`src/rtl/if_pipe_controller_pkg.sv`:
```
// Shared definitions for the fetch-stage / IF-ID control sequencer:
// PC mux encodings, sequencer states and register-index width.
package if_pipe_controller_pkg;

  localparam int REG_W = 5;

  localparam logic [1:0] PCSRC_NEXT   = 2'd0;
  localparam logic [1:0] PCSRC_START  = 2'd1;
  localparam logic [1:0] PCSRC_BRANCH = 2'd2;

  typedef enum logic [1:0] {
    ST_BOOT   = 2'd0,
    ST_RUN    = 2'd1,
    ST_STALL  = 2'd2,
    ST_FREEZE = 2'd3
  } state_e;

endpackage

```
`src/rtl/if_pipe_controller_if.sv`:
```
// Bundle between the fetch/decode datapath (master) and the pipe controller (slave).
interface if_pipe_controller_if;
  import if_pipe_controller_pkg::*;

  logic             mem_busy;
  logic             id_ex_mem_read;
  logic [REG_W-1:0] id_ex_rt;
  logic [REG_W-1:0] if_id_rs;
  logic [REG_W-1:0] if_id_rt;
  logic             if_id_uses_rt;
  logic             branch_taken;

  logic             PCWrite;
  logic             hzdetect;
  logic [1:0]       pc_src;
  logic             flush;
  logic             freeze;

  modport master (
    output mem_busy, id_ex_mem_read, id_ex_rt, if_id_rs, if_id_rt, if_id_uses_rt, branch_taken,
    input  PCWrite, hzdetect, pc_src, flush, freeze
  );

  modport slave (
    input  mem_busy, id_ex_mem_read, id_ex_rt, if_id_rs, if_id_rt, if_id_uses_rt, branch_taken,
    output PCWrite, hzdetect, pc_src, flush, freeze
  );

endinterface

```
`src/rtl/if_pipe_controller_sat_counter.sv`:
```
// Saturating up-counter; a clear wins over a same-cycle increment.
module sat_counter #(
  parameter int WIDTH = 16
) (
  input  logic             clk,
  input  logic             rst,
  input  logic             inc,
  input  logic             clr,
  output logic [WIDTH-1:0] count
);

  logic [WIDTH-1:0] count_q;
  logic [WIDTH-1:0] count_d;

  always_comb begin
    count_d = count_q;
    if (clr) begin
      count_d = '0;
    end else if (inc && (count_q != '1)) begin
      count_d = count_q + WIDTH'(1);
    end
  end

  always_ff @(posedge clk or negedge rst) begin
    if (!rst) begin
      count_q <= '0;
    end else begin
      count_q <= count_d;
    end
  end

  assign count = count_q;

endmodule

```
`src/rtl/if_pipe_controller.sv`:
```
// Fetch-stage and IF/ID control: boot sequencing, load-use stalls, branch
// flushes and memory-wait freezes, plus saturating stall/flush counters.
module if_pipe_controller
  import if_pipe_controller_pkg::*;
#(
  parameter int BOOT_CYCLES    = 2,
  parameter int STALL_CYCLES   = 1,
  parameter int FREEZE_TIMEOUT = 64,
  parameter int CNT_W          = 16
) (
  input  logic                 clk,
  input  logic                 rst,
  if_pipe_controller_if.slave  bus,
  input  logic                 perf_clr,
  output logic                 boot_done,
  output logic                 timeout_err,
  output logic [CNT_W-1:0]     stall_count,
  output logic [CNT_W-1:0]     flush_count
);

  localparam int BOOT_W  = (BOOT_CYCLES > 1) ? $clog2(BOOT_CYCLES) : 1;
  localparam int STALL_W = $clog2(STALL_CYCLES + 1);
  localparam int FRZ_W   = $clog2(FREEZE_TIMEOUT + 1);
  localparam logic [BOOT_W-1:0]  BOOT_LAST   = BOOT_W'(BOOT_CYCLES - 1);
  localparam logic [STALL_W-1:0] STALL_FIRST = STALL_W'(STALL_CYCLES - 1);
  localparam logic [FRZ_W-1:0]   FRZ_LIMIT   = FRZ_W'(FREEZE_TIMEOUT);

  state_e             state_q, state_d;
  logic [BOOT_W-1:0]  boot_cnt_q, boot_cnt_d;
  logic [STALL_W-1:0] stall_rem_q, stall_rem_d;
  logic [FRZ_W-1:0]   freeze_cnt_q, freeze_cnt_d;
  logic               boot_done_q, boot_done_d;
  logic               timeout_err_q, timeout_err_d;

  logic       hazard;
  logic       pc_write, hz_det, flush_o, freeze_o;
  logic [1:0] pc_src_o;
  logic [1:0] cnt_inc;
  logic [CNT_W-1:0] cnt_val [2];

  assign hazard = bus.id_ex_mem_read && (bus.id_ex_rt != '0) &&
                  ((bus.id_ex_rt == bus.if_id_rs) ||
                   (bus.if_id_uses_rt && (bus.id_ex_rt == bus.if_id_rt)));

  always_ff @(posedge clk or negedge rst) begin
    if (!rst) begin
      state_q       <= ST_BOOT;
      boot_cnt_q    <= '0;
      stall_rem_q   <= '0;
      freeze_cnt_q  <= '0;
      boot_done_q   <= 1'b0;
      timeout_err_q <= 1'b0;
    end else begin
      state_q       <= state_d;
      boot_cnt_q    <= boot_cnt_d;
      stall_rem_q   <= stall_rem_d;
      freeze_cnt_q  <= freeze_cnt_d;
      boot_done_q   <= boot_done_d;
      timeout_err_q <= timeout_err_d;
    end
  end

  // The freeze counter tracks consecutive mem_busy cycles, including the
  // cycle that first enters FREEZE; any non-busy cycle clears it.
  always_comb begin
    state_d       = state_q;
    boot_cnt_d    = boot_cnt_q;
    stall_rem_d   = stall_rem_q;
    freeze_cnt_d  = '0;
    boot_done_d   = boot_done_q;
    timeout_err_d = timeout_err_q;
    case (state_q)
      ST_BOOT: begin
        if (boot_cnt_q == BOOT_LAST) begin
          state_d     = ST_RUN;
          boot_done_d = 1'b1;
        end else begin
          boot_cnt_d = boot_cnt_q + BOOT_W'(1);
        end
      end
      ST_STALL: begin
        if (bus.mem_busy) begin
          state_d      = ST_FREEZE;
          stall_rem_d  = '0;
          freeze_cnt_d = FRZ_W'(1);
        end else begin
          stall_rem_d = stall_rem_q - STALL_W'(1);
          if (stall_rem_q == STALL_W'(1)) begin
            state_d = ST_RUN;
          end
        end
      end
      default: begin
        if (bus.mem_busy) begin
          state_d      = ST_FREEZE;
          freeze_cnt_d = (freeze_cnt_q == FRZ_LIMIT) ? freeze_cnt_q : freeze_cnt_q + FRZ_W'(1);
        end else if (hazard && (STALL_CYCLES > 1)) begin
          state_d     = ST_STALL;
          stall_rem_d = STALL_FIRST;
        end else begin
          state_d = ST_RUN;
        end
      end
    endcase
    if (freeze_cnt_d == FRZ_LIMIT) begin
      timeout_err_d = 1'b1;
    end
  end

  // FREEZE with mem_busy low falls through to the normal RUN decode.
  always_comb begin
    pc_write   = 1'b0;
    pc_src_o   = PCSRC_NEXT;
    flush_o    = 1'b0;
    freeze_o   = 1'b0;
    hz_det     = 1'b0;
    cnt_inc[1] = 1'b0;
    if (!rst) begin
      pc_src_o = PCSRC_START;
      flush_o  = 1'b1;
    end else begin
      case (state_q)
        ST_BOOT: begin
          pc_write = 1'b1;
          pc_src_o = PCSRC_START;
          flush_o  = 1'b1;
        end
        ST_STALL: begin
          freeze_o = 1'b1;
          hz_det   = !bus.mem_busy;
        end
        default: begin
          if (bus.mem_busy) begin
            freeze_o = 1'b1;
          end else if (hazard) begin
            freeze_o = 1'b1;
            hz_det   = 1'b1;
          end else if (bus.branch_taken) begin
            pc_write   = 1'b1;
            pc_src_o   = PCSRC_BRANCH;
            flush_o    = 1'b1;
            cnt_inc[1] = 1'b1;
          end else begin
            pc_write = 1'b1;
          end
        end
      endcase
    end
    cnt_inc[0] = hz_det;
  end

  for (genvar gi = 0; gi < 2; gi++) begin : g_perf
    sat_counter #(.WIDTH(CNT_W)) u_cnt (
      .clk   (clk),
      .rst   (rst),
      .inc   (cnt_inc[gi]),
      .clr   (perf_clr),
      .count (cnt_val[gi])
    );
  end

  assign bus.PCWrite  = pc_write;
  assign bus.hzdetect = hz_det;
  assign bus.pc_src   = pc_src_o;
  assign bus.flush    = flush_o;
  assign bus.freeze   = freeze_o;
  assign boot_done    = boot_done_q;
  assign timeout_err  = timeout_err_q;
  assign stall_count  = cnt_val[0];
  assign flush_count  = cnt_val[1];

endmodule

```
`src/flat_wrapper.sv`:
```
// flat-port wrapper written by rule: the top's interface ports become plain ports
module if_pipe_controller_flat import if_pipe_controller_pkg::*;
#(
  parameter int BOOT_CYCLES    = 2,
  parameter int STALL_CYCLES   = 1,
  parameter int FREEZE_TIMEOUT = 64,
  parameter int CNT_W          = 16
)
  (clk, rst, perf_clr, boot_done, timeout_err, stall_count, flush_count, bus_mem_busy, bus_id_ex_mem_read, bus_id_ex_rt, bus_if_id_rs, bus_if_id_rt, bus_if_id_uses_rt, bus_branch_taken, bus_PCWrite, bus_hzdetect, bus_pc_src, bus_flush, bus_freeze);
  if_pipe_controller_if bus_i ();
  input  logic clk;
  input  logic rst;
  input  logic perf_clr;
  output logic boot_done;
  output logic timeout_err;
  output logic [CNT_W-1:0] stall_count;
  output logic [CNT_W-1:0] flush_count;
  input wire logic [$bits(bus_i.mem_busy)-1:0] bus_mem_busy;
  input wire logic [$bits(bus_i.id_ex_mem_read)-1:0] bus_id_ex_mem_read;
  input wire logic [$bits(bus_i.id_ex_rt)-1:0] bus_id_ex_rt;
  input wire logic [$bits(bus_i.if_id_rs)-1:0] bus_if_id_rs;
  input wire logic [$bits(bus_i.if_id_rt)-1:0] bus_if_id_rt;
  input wire logic [$bits(bus_i.if_id_uses_rt)-1:0] bus_if_id_uses_rt;
  input wire logic [$bits(bus_i.branch_taken)-1:0] bus_branch_taken;
  output wire logic [$bits(bus_i.PCWrite)-1:0] bus_PCWrite;
  output wire logic [$bits(bus_i.hzdetect)-1:0] bus_hzdetect;
  output wire logic [$bits(bus_i.pc_src)-1:0] bus_pc_src;
  output wire logic [$bits(bus_i.flush)-1:0] bus_flush;
  output wire logic [$bits(bus_i.freeze)-1:0] bus_freeze;
  assign bus_i.mem_busy = bus_mem_busy;
  assign bus_i.id_ex_mem_read = bus_id_ex_mem_read;
  assign bus_i.id_ex_rt = bus_id_ex_rt;
  assign bus_i.if_id_rs = bus_if_id_rs;
  assign bus_i.if_id_rt = bus_if_id_rt;
  assign bus_i.if_id_uses_rt = bus_if_id_uses_rt;
  assign bus_i.branch_taken = bus_branch_taken;
  assign bus_PCWrite = bus_i.PCWrite;
  assign bus_hzdetect = bus_i.hzdetect;
  assign bus_pc_src = bus_i.pc_src;
  assign bus_flush = bus_i.flush;
  assign bus_freeze = bus_i.freeze;
  if_pipe_controller #(.BOOT_CYCLES(BOOT_CYCLES), .STALL_CYCLES(STALL_CYCLES), .FREEZE_TIMEOUT(FREEZE_TIMEOUT), .CNT_W(CNT_W)) u_core (.clk(clk), .rst(rst), .bus(bus_i), .perf_clr(perf_clr), .boot_done(boot_done), .timeout_err(timeout_err), .stall_count(stall_count), .flush_count(flush_count));
endmodule
```
`config.mk`:
```
export PLATFORM = sky130hd
export DESIGN_NAME = if_pipe_controller_flat
export DESIGN_NICKNAME = d
export VERILOG_FILES = /design/src/rtl/if_pipe_controller_pkg.sv /design/src/rtl/if_pipe_controller_if.sv /design/src/rtl/if_pipe_controller_sat_counter.sv /design/src/rtl/if_pipe_controller.sv /design/src/flat_wrapper.sv
export SDC_FILE = /design/constraint.sdc
export NUM_CORES = 1
export LEC_CHECK = 0
export BUFFER_PORTS_ARGS = -buffer_cell sky130_fd_sc_hd__buf_2
export CORE_ASPECT_RATIO = 0.9
export CORE_UTILIZATION = 58
export DETAILED_ROUTE_END_ITERATION = 6
export PLACE_DENSITY = 0.85
export SLEW_MARGIN = 40
export SYNTH_ARGS = -nofsm -noshare
export SYNTH_HDL_FRONTEND = slang
export SYNTH_SLANG_ARGS = --single-unit
```
`constraint.sdc`:
```
create_clock -name clk -period 4.1 [get_ports clk]
set_input_delay 0.41 -clock clk [delete_from_list [all_inputs] [get_ports clk]]
set_output_delay 0.41 -clock clk [all_outputs]
set_load 0.03 [all_outputs]
```
# Word level (Yosys, flattened, before mapping)
# Cells that the tools add are included.
# totals
register_bits	45
in_bits	22
out_inout_bits	40
wordCells	74
# classes
n_reduce_logical	14
mux	38
n_addsub	5
n_eq_ne	9
# ops
operator	n
$mux 16	4
$add 16x1->16 const B	2
$ne 16x16->1 const B	2
$mux 1	17
$mux 2	8
$eq 7x7->1 const B	2
$mux 7	2
$pmux 7 s2	1
$eq 5x5->1	2
$pmux 1 s2	4
$pmux 2 s2	2
$add 7x1->7 const B	1
$logic_and 1x1->1	5
$reduce_bool 5->1	1
$reduce_and 2->1	2
$reduce_bool 2->1	2
$ne 3x2->1 const B	1
$eq 2x2->1 const B	1
$logic_not 2->1	1
$ne 2x1->1 const B	1
$reduce_or 2->1	1
$add 1x1->1 const B	1
$logic_not 1->1	1
$logic_or 1x1->1	1
$sub 1x1->1 const B	1

# Longest topological paths before layout
# Gate-level depths: netlist (run 1).
# depth
depth_word	11
depth_mapped	8
depth_no_buf	8

# Modules after synthesis
# From an unflattened synthesis (run 1), not the netlist that was laid out.
# hier_totals
hier_cells	292
area_unflattened_um2	2742.6
# modules_own_cells
mod	area_each_um2	seq_area_each_um2	cells_each	n_inst
sat_counter (u_core.g_perf[0].u_cnt)	942.2	400.4	98	1
sat_counter (u_core.g_perf[1].u_cnt)	930.9	400.4	94	1
if_pipe_controller	869.6	325.3	100	1

# Least setup slack after synthesis (run 1)
# No wires, ideal clock.
# synth_timing
path_type	input to output
from	input port bus_id_ex_rt[4]
to	output port bus_hzdetect
slack_ps	1607
t_required_ps	3690
stages	6
n_path_buf	1
arrival_time_ps	2083
path_cell_list	xor2_1 nor4_1 and3_1 o221ai_2 buf_4 a211oi_1
# synth_between
elab_chain_cells	8
elab_cells_between_ends	11
cone_classes	eq/ne (2); mux (4); reduce/logical (5)
# synth_rtl
element	line_no	source
from (decl)	flat_wrapper.sv:20	input wire logic [$bits(bus_i.id_ex_rt)-1:0] bus_id_ex_rt;
$eq 5x5->1	if_pipe_controller.sv:43	(bus.if_id_uses_rt && (bus.id_ex_rt == bus.if_id_rt)));
$logic_and 1x1->1	if_pipe_controller.sv:43	
$logic_or 1x1->1	if_pipe_controller.sv:42	((bus.id_ex_rt == bus.if_id_rs) ||
$logic_and 1x1->1 *	if_pipe_controller.sv:41	assign hazard = bus.id_ex_mem_read && (bus.id_ex_rt != '0) &&
$mux 1 *	if_pipe_controller.sv:135	end else if (hazard) begin
$mux 1 *	if_pipe_controller.sv:133	if (bus.mem_busy) begin
$pmux 1 s2 *	if_pipe_controller.sv:122	case (state_q)
$mux 1 *	if_pipe_controller.sv:118	if (!rst) begin
to (decl)	flat_wrapper.sv:26	output wire logic [$bits(bus_i.hzdetect)-1:0] bus_hzdetect;
# Every way passes the cells marked *; elsewhere a longest branch is shown, timed or not.

# Worst setup path in the final report (run 1)
# layout_timing
from	input port bus_id_ex_rt[0]
to	output port bus_flush
# layout_between
elab_chain_cells	8
elab_cells_between_ends	11
cone_classes	eq/ne (2); mux (4); reduce/logical (5)
# layout_rtl
element	line_no	source
$eq 5x5->1	if_pipe_controller.sv:43	
$logic_and 1x1->1	if_pipe_controller.sv:43	
$logic_or 1x1->1	if_pipe_controller.sv:42	
$logic_and 1x1->1 *	if_pipe_controller.sv:41	
$mux 1 *	if_pipe_controller.sv:135	
$mux 1 *	if_pipe_controller.sv:133	
$pmux 1 s2 *	if_pipe_controller.sv:122	
$mux 1 *	if_pipe_controller.sv:118	
to (decl)	flat_wrapper.sv:28	output wire logic [$bits(bus_i.flush)-1:0] bus_flush;
# Marks and branches as above.

==> flow_summary.json, run 1 <==
{
  "clock_path_buffers": 2,
  "fin_util_pct": 73.7,
  "peakVddDrop_mv": 0.196,
  "grt_first_pass_wirelength_um": 9210,
  "wl_per_cell_um": 13.7,
  "setup.worst_path.class": "input pin to output pin",
  "overflow": 0,
  "syn-cell-area_um2": 2650,
  "synth_flop_cell": "dfrtp_1",
  "syn_inst": 287,
  "io_pins": 62,
  "cts_tree": "done",
  "drive_above_1_share_pct": 25.4,
  "clk_pin_slew_worst_paths_ps": 80,
  "initial_core_util_pct": 62.9,
  "drtPass1Iterations": 4,
  "rsz0062_at_grt": "false",
  "io_buffers": 61,
  "cp.arrival_ps": 2180,
  "powerDensity_nw_per_um2": 285,
  "fp.dieH_um": 66.1,
  "min_period_ps": 2590,
  "ys_ff_latch": 45,
  "hold_violations": 0,
  "layout_common_cells": "buf_2 (61), nor2_1 (51), dfrtp_1 (45)",
  "end_kind": "output pin",
  "dp_hpwl_um": 4020,
  "die_w_um": 73.2,
  "crit_top_cell": "buf_2",
  "fmax_mhz": 386,
  "cp_top_family": "simple AND/OR/NAND/NOR gates",
  "layout_commonest_cell": "buf_2",
  "synth_edf_count": 0,
  "setup_viol": 0,
  "h-tree-depth": 2,
  "drcViolationCount": 0,
  "dieArea_um2": 4840,
  "post_cts_buffers": 0,
  "cts_resized": 0,
  "grt_max_degree": 48,
  "grt.total_usage_pct": 25.4,
  "max_slew_margin_pct": 54.0,
  "syn_area_per_cell_um2": 9.22,
  "nNetsFinal": 371,
  "synthesis.nets": 313,
  "ctsHoldBuffers": 0,
  "antenna_found_initial": 0,
  "p_leak_uw": 0.00143,
  "rows": 22,
  "cts_buffers": 5,
  "cts_root_buf": "clkbuf_8",
  "max_stage_delay_ps": 550,
  "syn_to_final_growth_pct": 17.2,
  "p_total_uw": 884,
  "stdcell_count": 406,
  "crit_chain": "buf_2 > or4_4 > o221a_4 > nor3_1 > a21o_1 > buf_2",
  "cp_num_buf_inv": 2,
  "status": "complete, no violations",
  "startpoint_type": "input pin",
  "finalSetupTns_ps": 0,
  "antenna_left": 0,
  "numClockSinks": 45,
  "gp_congestion": 0.852,
  "wirelength_um": 5570,
  "path_max_fanout": 16,
  "clk_latency_ps": 300,
  "final_max_slew_viol_count": 0,
  "core_area_um2": 4210,
  "tightest_slew_ps": 690,
  "viasPerCell": 5.65,
  "hp-class": "input pin to asynchronous set/reset pin",
  "fin_skew_ps": 3.91,
  "drt_iter0_drc": 182,
  "synth_warnings": 0,
  "whs_ps": 187,
  "n_antenna_cell": 0,
  "fin_crit_sh_pct": 63.1,
  "grt_pass1_vias": 2009,
  "required_ps": 3690,
  "vias": 2295,
  "slowest_stage": "or4_4",
  "ys_seq_area_share_pct": 42.5,
  "async_reset_ff_share_pct": 100,
  "fillers": 331,
  "drv_cap": 0,
  "synth.distinct_cells": 47,
  "place_inst": 398
}
## worst paths after layout
check                                         from                                to  slack [ps]  cells after the start
min in group clk                u_core.timeout_err                u_core.timeout_err         450                      1
worst max register to register   u_core.state_q[0]  u_core.g_perf[1].u_cnt.count[12]        1730                      4
max in group asynchronous                      rst   u_core.g_perf[0].u_cnt.count[3]        3520                      2
worst min register to register  u_core.timeout_err                u_core.timeout_err         450                      1
worst max-delay path               bus_id_ex_rt[0]                         bus_flush        1510                      6
worst min-delay path                           rst            u_core.freeze_cnt_q[2]         190                      2
## routing by layer
metal | vias up | GRT usage (%) | part of all wire, %
met5 | - | 0 | 0
met4 | 0 | 8.82 | 1.2
met3 | 6 | 6.71 | 7.1
met2 | 71 | 41.2 | 46
met1 | 1094 | 32.8 | 46
li1 | 1124 | - | -
## through the flow
| stage | setup WS [ps] | cell area [µm²] |
|---|---|---|
| finish | 1510 | 3100 |
| floorplan | 1610 | 2650 |
| CTS | 1530 | 3100 |
| global placement | 1570 | 2980 |
| detailed placement | 1500 | 2980 |
| global route | 1430 | 3100 |
## Yosys cell counts (2+ instances only)
library cell	instances	area (µm²)
and2_1	2	12.5
buf_2	2	10.0
o21ai_0	3	15.0
xor2_1	9	78.8
a21bo_2	2	20.0
mux2i_1	2	20.0
dfrtp_1	45	1130
xnor2_1	24	210
ha_1	4	50.1
nor3_1	10	50.1
mux2_2	5	56.3
nand4_1	8	50.1
a31o_2	2	17.5
nand3b_1	3	22.5
o21ai_1	2	10.0
nor4_1	3	18.8
nand3_1	19	95.1
inv_1	7	26.3
a211oi_1	10	75.1
nor2_1	51	191
and3_1	7	43.8
clkbuf_1	7	26.3
buf_4	2	15.0
a21o_1	3	22.5
nor2b_1	8	50.1
a21oi_1	8	40.0
nand2_1	19	71.3
## final cells by class
cell class | instances | area (µm²) | share of cell area (%)
inverter | 7 | 26.3 | 0.846
timing repair buffer | 62 | 313 | 10.1
multi-input combinational | 224 | 1440 | 46.5
clock buffer | 6 | 82.6 | 2.66
sequential | 45 | 1130 | 36.3
tap | 60 | 75.1 | 2.42
clock inverter | 2 | 37.5 | 1.21
## power by group
| group | leakage (µW) | switching, µW | internal, µW | total, µW |
|---|---|---|---|---|
| Clock | 0.0000574 | 150 | 198 | 348 |
| Sequential | 0.000616 | 6.08 | 448 | 454 |
| Combinational | 0.000755 | 53.7 | 28.5 | 82.3 |
## flip-flops by register name, summed over array words and instances (netlist names)
signal and flops:
u_core.g_perf.u_cnt.count 32, u_core.boot_cnt_q 1, u_core.stall_rem_q 1, u_core.state_q 2, u_core.freeze_cnt_q 7, u_core.boot_done 1, u_core.timeout_err 1
## kinds of logic (layout without fill, tap and decap cells)
logic type      after synthesis  in the layout  share of synthesized area, %
compound gates               40             40                          12.3
flops                        45             45                          42.5
fa+ha+maj                     4              4                          1.89
buf+inv                      18             77                          2.93
simple gates                139            139                          26.1
mux                           8              8                          3.31
xor+xnor                     33             33                          10.9
(Power assumes the default switching activity.)
==> run 2, diff against run 1 <==
--- a/config.mk
+++ b/config.mk
@@ -5,11 +5,12 @@
 export SDC_FILE = /design/constraint.sdc
 export NUM_CORES = 1
 export LEC_CHECK = 0
+export ABC_AREA = 1
 export BUFFER_PORTS_ARGS = -buffer_cell sky130_fd_sc_hd__buf_2
 export CORE_ASPECT_RATIO = 0.9
-export CORE_UTILIZATION = 58
+export CORE_UTILIZATION = 50
 export DETAILED_ROUTE_END_ITERATION = 6
-export PLACE_DENSITY = 0.85
+export PLACE_DENSITY = 0.77
 export SLEW_MARGIN = 40
 export SYNTH_ARGS = -nofsm -noshare
 export SYNTH_HDL_FRONTEND = slang
==> constraint.sdc (replaced) <==
create_clock -name clk -period 2.3 [get_ports clk]
set_input_delay 0.23 -clock clk [delete_from_list [all_inputs] [get_ports clk]]
set_output_delay 0.23 -clock clk [all_outputs]
set_load 0.03 [all_outputs]
==> run 2 against run 1 <==
Compared with the run above:
- the flow now finishes with violations (DRC)
- sequential share of layout area is 4.0 points lower
- design area increased by 12%
- sequential cell count is the same
- critical path depth increased by 1
- register-to-register slack worse by 1300 ps
==> flow_summary.json, run 2 <==
{
  "status": "finished with violations",
  "violations": "DRC",
  "core_area_um2": 5760,
  "overflow": 0,
  "rows": 26,
  "wl_per_cell_um": 11.9,
  "async_reset_ff_share_pct": 100,
  "grt.total_usage_pct": 22.5,
  "cts_buffers": 5,
  "fp.dieH_um": 76.0,
  "drv_cap": 0,
  "drt_iter0_drc": 105,
  "finalSetupTns_ps": 0,
  "setup_viol": 0,
  "hp-class": "input pin to flip-flop",
  "setup.worst_path.class": "input pin to output pin",
  "n_antenna_cell": 0,
  "clkPwrFrac_pct": 32.9,
  "cp_top_family": "buffers and inverters",
  "dieArea_um2": 6390,
  "synth_flop_cell": "dfrtp_1",
  "viasPerCell": 5.01,
  "p_sw_share_pct": 28.0,
  "initial_core_util_pct": 52.8,
  "grt_pass1_vias": 2671,
  "nNetsFinal": 512,
  "netSwitchingPower_uw": 432,
  "syn_to_final_growth_pct": 14.7,
  "fin_ws_ps": 240,
  "antenna_left": 0,
  "synth.distinct_cells": 33,
  "max_stage_delay_ps": 520,
  "hold_violations": 0,
  "peakVddDrop_mv": 0.296,
  "drive_above_1_share_pct": 22.2,
  "final_max_slew_viol_count": 0,
  "dp_hpwl_um": 4910,
  "seq_power_share_pct": 53.5,
  "p_int_uw": 1110,
  "wirelength_um": 6590,
  "layout_common_cells": "nand2_1 (111), buf_2 (61), nand3_1 (59)",
  "io_pins": 62,
  "tightest_slew_ps": 512,
  "clock_path_buffers": 2,
  "max_slew_margin_pct": 65.9,
  "rsz0062_at_grt": "false",
  "die_w_um": 84.2,
  "yosys.area.top_type": "dfrtp_1",
  "fmax_mhz": 485,
  "synth_top_cells_by_count": "nand2_1 (111), nand3_1 (59), inv_1 (52), nor2_1 (52), dfrtp_1 (45)",
  "synthesis.nets": 451,
  "pre_cts_ws_ps": 397,
  "end_kind": "output pin",
  "syn-cell-area_um2": 3040,
  "vias": 2783,
  "synth_top_area_share_pct": 37.1,
  "synth_edf_count": 0,
  "p_comb_share_pct": 13.7,
  "synth_area_leaders": "dfrtp_1 (37%), nand2_1 (14%), nand3_1 (9.7%)",
  "gp_congestion": 0.886,
  "cp_num_buf_inv": 5,
  "p_total_uw": 1540,
  "fin_skew_ps": 8.99,
  "slowest_stage": "dlygate4sd3_1",
  "grt_first_pass_wirelength_um": 11800,
  "powerDensity_nw_per_um2": 442,
  "numClockSinks": 45,
  "crit_chain": "dlygate4sd3_1 > buf_2 > inv_1 > nor2_2 > inv_1 > nor3_1 > buf_2",
  "cts_root_buf": "clkbuf_8",
  "p_leak_uw": 0.00200,
  "syn_inst": 425,
  "fin_crit_sh_pct": 89.6,
  "antenna_found_initial": 0,
  "syn_area_per_cell_um2": 7.15,
  "cp.arrival_ps": 1830,
  "h-tree-depth": 2,
  "synth_warnings": 0,
  "drcViolationCount": 4,
  "min_period_ps": 2060,
  "ys_seq_area_share_pct": 37.1,
  "io_buffers": 61,
  "largest_reg_flops": 32,
  "path_max_fanout": 8,
  "cts_tree": "done",
  "startpoint_type": "input pin",
  "grt_max_degree": 42,
  "drtPass1Iterations": 6,
  "clk_latency_ps": 300,
  "clk_pin_slew_worst_paths_ps": 90,
  "ys_ff_latch": 45,
  "synth_most_common_cell": "nand2_1",
  "layout_commonest_cell": "nand2_1",
  "required_ps": 2070
}
==> run 2: cell types whose count changed in the layout (fill, tap and decap cells not counted), moves of 4 or more <==
cell	before	now
nor2_4	0	4
nand2_2	0	14
nand3_1	19	59
and3_1	7	0
nand2_1	19	111
nor3_1	10	5
mux2_2	5	0
inv_1	7	52
nor2b_1	8	0
a211oi_1	10	0
xor2_1	9	18
inv_2	0	5
xnor2_1	24	7
==> run 2: worst register-to-register path, stage by stage, from the launching register on <==
cell,delay [ps]
dfrtp_1,430
ha_1,190
nand2_1,110
nor2_4,170
nand2_2,80
nor2_2,100
nand4_2,100
nand4_4,250
nand2_4,210
nand2_1,110
nand2_1,50
==> run 2: through the flow <==
step           area [µm²]  std cells  hold WS, ps  utilization (%)
6_report             3490        556          276             60.6
5_1_grt              3490        556          285             60.6
3_3_place_gp         3380        548         96.3             58.8
4_1_cts              3480        556          269             60.5
2_1_floorplan        3040        425        -65.6                -
3_5_place_dp         3380        548         93.6             58.8
==> run 2: worst paths after layout <==
path | from | endpoint | slack (ps) | cells past startpoint
min reg2reg | u_core.timeout_err | u_core.timeout_err | 470 | 2
min | bus_mem_busy | u_core.stall_rem_q | 280 | 4
max | rst | bus_hzdetect | 240 | 7
max in group asynchronous | rst | u_core.g_perf[1].u_cnt.count[6] | 1230 | 3
min in group asynchronous | rst | u_core.state_q[0] | 310 | 2
max reg2reg | u_core.g_perf[0].u_cnt.count[0] | u_core.g_perf[0].u_cnt.count[5] | 400 | 10
==> run 2: what timing repair did <==
| item | 4_1_cts | 5_1_grt |
|---|---|---|
| hold endpoints to repair | 4 | 0 |
| resized for setup | 0 | 1 |
| endpoints found under the setup margin | 0 | 1 |
| hold buffers | 1 | 0 |
| buffers inserted | 0 | 0 |
==> run 2: layout make-up <==
type,instances,area [µm²]
Timing Repair Buffer,65,338
Inverter,58,218
Sequential cell,45,1130
Tap cell,70,87.6
Clock buffer,6,82.6
Multi-Input combinational cell,311,1630
Fill cell,532,2270
Clock inverter,1,7.51
==> run 2: cell families (layout without fill, tap and decap cells) <==
family          after synthesis  count (layout)  synth area share (%)
flops                        45              45                  37.1
simple gates                263             263                  41.1
xor+xnor                     25              25                  7.20
compound gates               19              19                  3.54
buf+inv                      69             130                  9.47
fa+ha+maj                     4               4                  1.65
==> run 2: per-layer routing <==
metal,global-route usage [%],vias up,share of wire (%)
li1,-,1453,-
met1,28.8,1275,48
met2,38.5,48,47
met3,4.90,7,4.5
met4,5.86,0,0.99
met5,0,-,0
==> run 2: power groups by stage <==
stage	clock (µW)	combinational (µW)	sequential, µW
3_5_place_dp	0	211	841
2_1_floorplan	0	122	854
3_3_place_gp	0	208	840
4_1_cts	517	213	825
5_1_grt	543	240	828
6_report	507	211	825
==> run 3, diff against run 2 <==
--- a/config.mk
+++ b/config.mk
@@ -10,8 +10,9 @@
 export CORE_ASPECT_RATIO = 0.9
 export CORE_UTILIZATION = 50
 export DETAILED_ROUTE_END_ITERATION = 6
-export PLACE_DENSITY = 0.77
+export PLACE_DENSITY_LB_ADDON = 0.1
 export SLEW_MARGIN = 40
 export SYNTH_ARGS = -nofsm -noshare
 export SYNTH_HDL_FRONTEND = slang
+export SYNTH_HIERARCHICAL = 1
 export SYNTH_SLANG_ARGS = --single-unit
==> run 3 against run 2 <==
Compared with the run above:
- the flow now finishes without violations
- critical endpoint unchanged
- non-clock buffer count up 1
- final cell count is 2.0% higher
- register-to-register slack gained 120 ps
- sequential share of layout area up 0.081 points
- critical path depth shrank 1
- synthesized cell count rose by 0.94%
- first-iteration DRC count increased by 42%
- setup slack better by 28 ps
- clock skew decreased by 5.4 ps
- via count up 2.3%
- design area fell by 0.25%
- sequential cell count did not move
==> flow_summary.json, run 3 <==
{
  "required_ps": 2070,
  "synth_warnings": 6,
  "clk_latency_ps": 300,
  "gr-usage-met1_pct": 31.7,
  "busiest_layer": "met2",
  "fin_crit_sh_pct": 88.3,
  "rows": 26,
  "netSwitchingPower_uw": 414,
  "synth_flop_cell": "dfrtp_1",
  "cts_root_buf": "clkbuf_8",
  "overflow": 0,
  "drcViolationCount": 0,
  "numClockSinks": 45,
  "cp_top_family": "flip-flops",
  "n_antenna_cell": 0,
  "powerDensity_nw_per_um2": 428,
  "syn_area_per_cell_um2": 7.01,
  "max_slew_margin_pct": 61.9,
  "grtUsageMet3_pct": 2.60,
  "wirelength_um": 6730,
  "io_buffers": 61,
  "vias": 2848,
  "ys_ff_latch": 45,
  "path_max_fanout": 7,
  "drv_cap": 0,
  "largest_reg_flops": 32,
  "layout_common_cells": "nand2_1 (148), buf_2 (61), inv_1 (54)",
  "tightest_slew_ps": 571,
  "finalInstanceArea_um2": 3480,
  "synth_most_common_cell": "nand2_1",
  "syn_inst": 429,
  "yosys.area.top_type": "dfrtp_1",
  "fmax_mhz": 492,
  "fillers": 552,
  "peakVddDrop_mv": 0.372,
  "end_kind": "output pin",
  "p_int_uw": 1070,
  "p_leak_uw": 0.00193,
  "pre_cts_ws_ps": 349,
  "antenna_found_initial": 0,
  "crit_top_cell": "nor2_1",
  "cts_resized": 0,
  "rsz0062_at_grt": "false",
  "slowest_stage": "dfrtp_1",
  "synth.distinct_cells": 30,
  "dieArea_um2": 6330,
  "viasPerCell": 5.02,
  "die_w_um": 83.7,
  "min_period_ps": 2030,
  "syn-cell-area_um2": 3010,
  "finalSetupTns_ps": 0,
  "gp_congestion": 0.817,
  "stdcell_count": 567,
  "synth_top_cells_by_count": "nand2_1 (148), inv_1 (54), nor2_1 (47), dfrtp_1 (45), nand3_1 (31)",
  "initial_core_util_pct": 52.5,
  "hp-class": "input pin to asynchronous set/reset pin",
  "setup_viol": 0,
  "synth_top_area_share_pct": 37.5,
  "synth_edf_count": 0,
  "cp_num_buf_inv": 2,
  "clk_pin_slew_worst_paths_ps": 90,
  "fin_ws_ps": 268,
  "post_cts_buffers": 0,
  "p_sw_share_pct": 27.9,
  "fin_util_pct": 60.8,
  "status": "complete, no violations",
  "async_reset_ff_share_pct": 100,
  "drive_above_1_share_pct": 21.9,
  "antenna_left": 0,
  "grt_pass1_vias": 2576,
  "globalRouteMet2Util_pct": 36.1,
  "wl_per_cell_um": 11.9,
  "core_area_um2": 5730,
  "p_comb_share_pct": 11.8,
  "drt_iter0_drc": 149,
  "grt.total_usage_pct": 22.3,
  "cp.arrival_ps": 1800,
  "dp_hpwl_um": 5050,
  "ctsHoldBuffers": 0,
  "grt_first_pass_wirelength_um": 11400,
  "ys_seq_area_share_pct": 37.5,
  "max_stage_delay_ps": 460,
  "startpoint_type": "flip-flop",
  "fp.dieH_um": 75.6,
  "nNetsFinal": 522,
  "fin_skew_ps": 3.62,
  "synthesis.nets": 455,
  "crit_chain": "nor2_1 > nor2_1 > nand2_1 > a21oi_1 > buf_4 > buf_2",
  "placed_cell_area_um2": 3390,
  "drtPass1Iterations": 4,
  "final_max_slew_viol_count": 0,
  "crit-reg2reg-launch": "u_core/state_q[0]",
  "clkPwrFrac_pct": 33.7,
  "synth_area_leaders": "dfrtp_1 (37%), nand2_1 (18%), inv_1 (6.7%)",
  "crit_start": "u_core/state_q[0]",
  "setup.worst_path.class": "flip-flop to output pin",
  "place_inst": 559,
  "h-tree-depth": 2,
  "cts_buffers": 5,
  "layout_commonest_cell": "nand2_1",
  "seq_power_share_pct": 54.6,
  "syn_to_final_growth_pct": 15.7,
  "hold_violations": 0,
  "grt_max_degree": 46,
  "cts_tree": "done",
  "io_pins": 62,
  "clock_path_buffers": 2
}
==> run 3: area by class of cell <==
type                            count  area, µm²  share of cell area [%]
Tap cell                           70       87.6                    2.52
Inverter                           59        225                    6.47
Multi-Input combinational cell    319       1610                    46.2
Sequential cell                    45       1130                    32.4
Clock inverter                      3       22.5                   0.647
Timing Repair Buffer               66        343                    9.86
Clock buffer                        5       68.8                    1.98
==> run 3: layer usage <==
layer | part of all wire (%) | vias to the layer above | wire (µm)
li1 | - | 1475 | -
met1 | 48 | 1284 | 3260
met2 | 45 | 81 | 3000
met3 | 5.7 | 8 | 386
met4 | 1.4 | 0 | 91
met5 | 0 | - | 0
==> run 3: metrics by stage <==
step	hold WS (ps)	power, µW
floorplan	-65.6	937
global route	107	1560
CTS	81.5	1510
global placement	418	1000
finish	52.4	1490
detailed placement	415	1000
==> run 3: kinds of logic (layout without fill, tap and decap cells) <==
group / after synthesis / count (layout) / synth area share, %
simple gates: 276 / 276 / 41.9
buf+inv: 65 / 133 / 9.12
flops: 45 / 45 / 37.5
compound gates: 24 / 24 / 5.45
xor+xnor: 15 / 15 / 4.37
fa+ha+maj: 4 / 4 / 1.67
==> run 3: path summary, 6_finish.rpt <==
check / end / slack [ps] / cells after the start
max: bus_hzdetect / 270 / 6
min: u_core/g_perf[1].u_cnt/count[12] / 50 / 2
max reg2reg: u_core/g_perf[0].u_cnt/count[10] / 520 / 10
min reg2reg: u_core/boot_done / 460 / 1
max in group asynchronous: u_core/boot_cnt_q / 1860 / 2
min in group clk: u_core/freeze_cnt_q[0] / 180 / 3
==> run 3: power by group through the flow <==
| stage | sequential [µW] | combinational (µW) | clock, µW |
|---|---|---|---|
| global placement | 828 | 173 | 0 |
| CTS | 812 | 178 | 520 |
| floorplan | 833 | 104 | 0 |
| finish | 812 | 175 | 501 |
| global route | 813 | 197 | 553 |
| detailed placement | 828 | 177 | 0 |
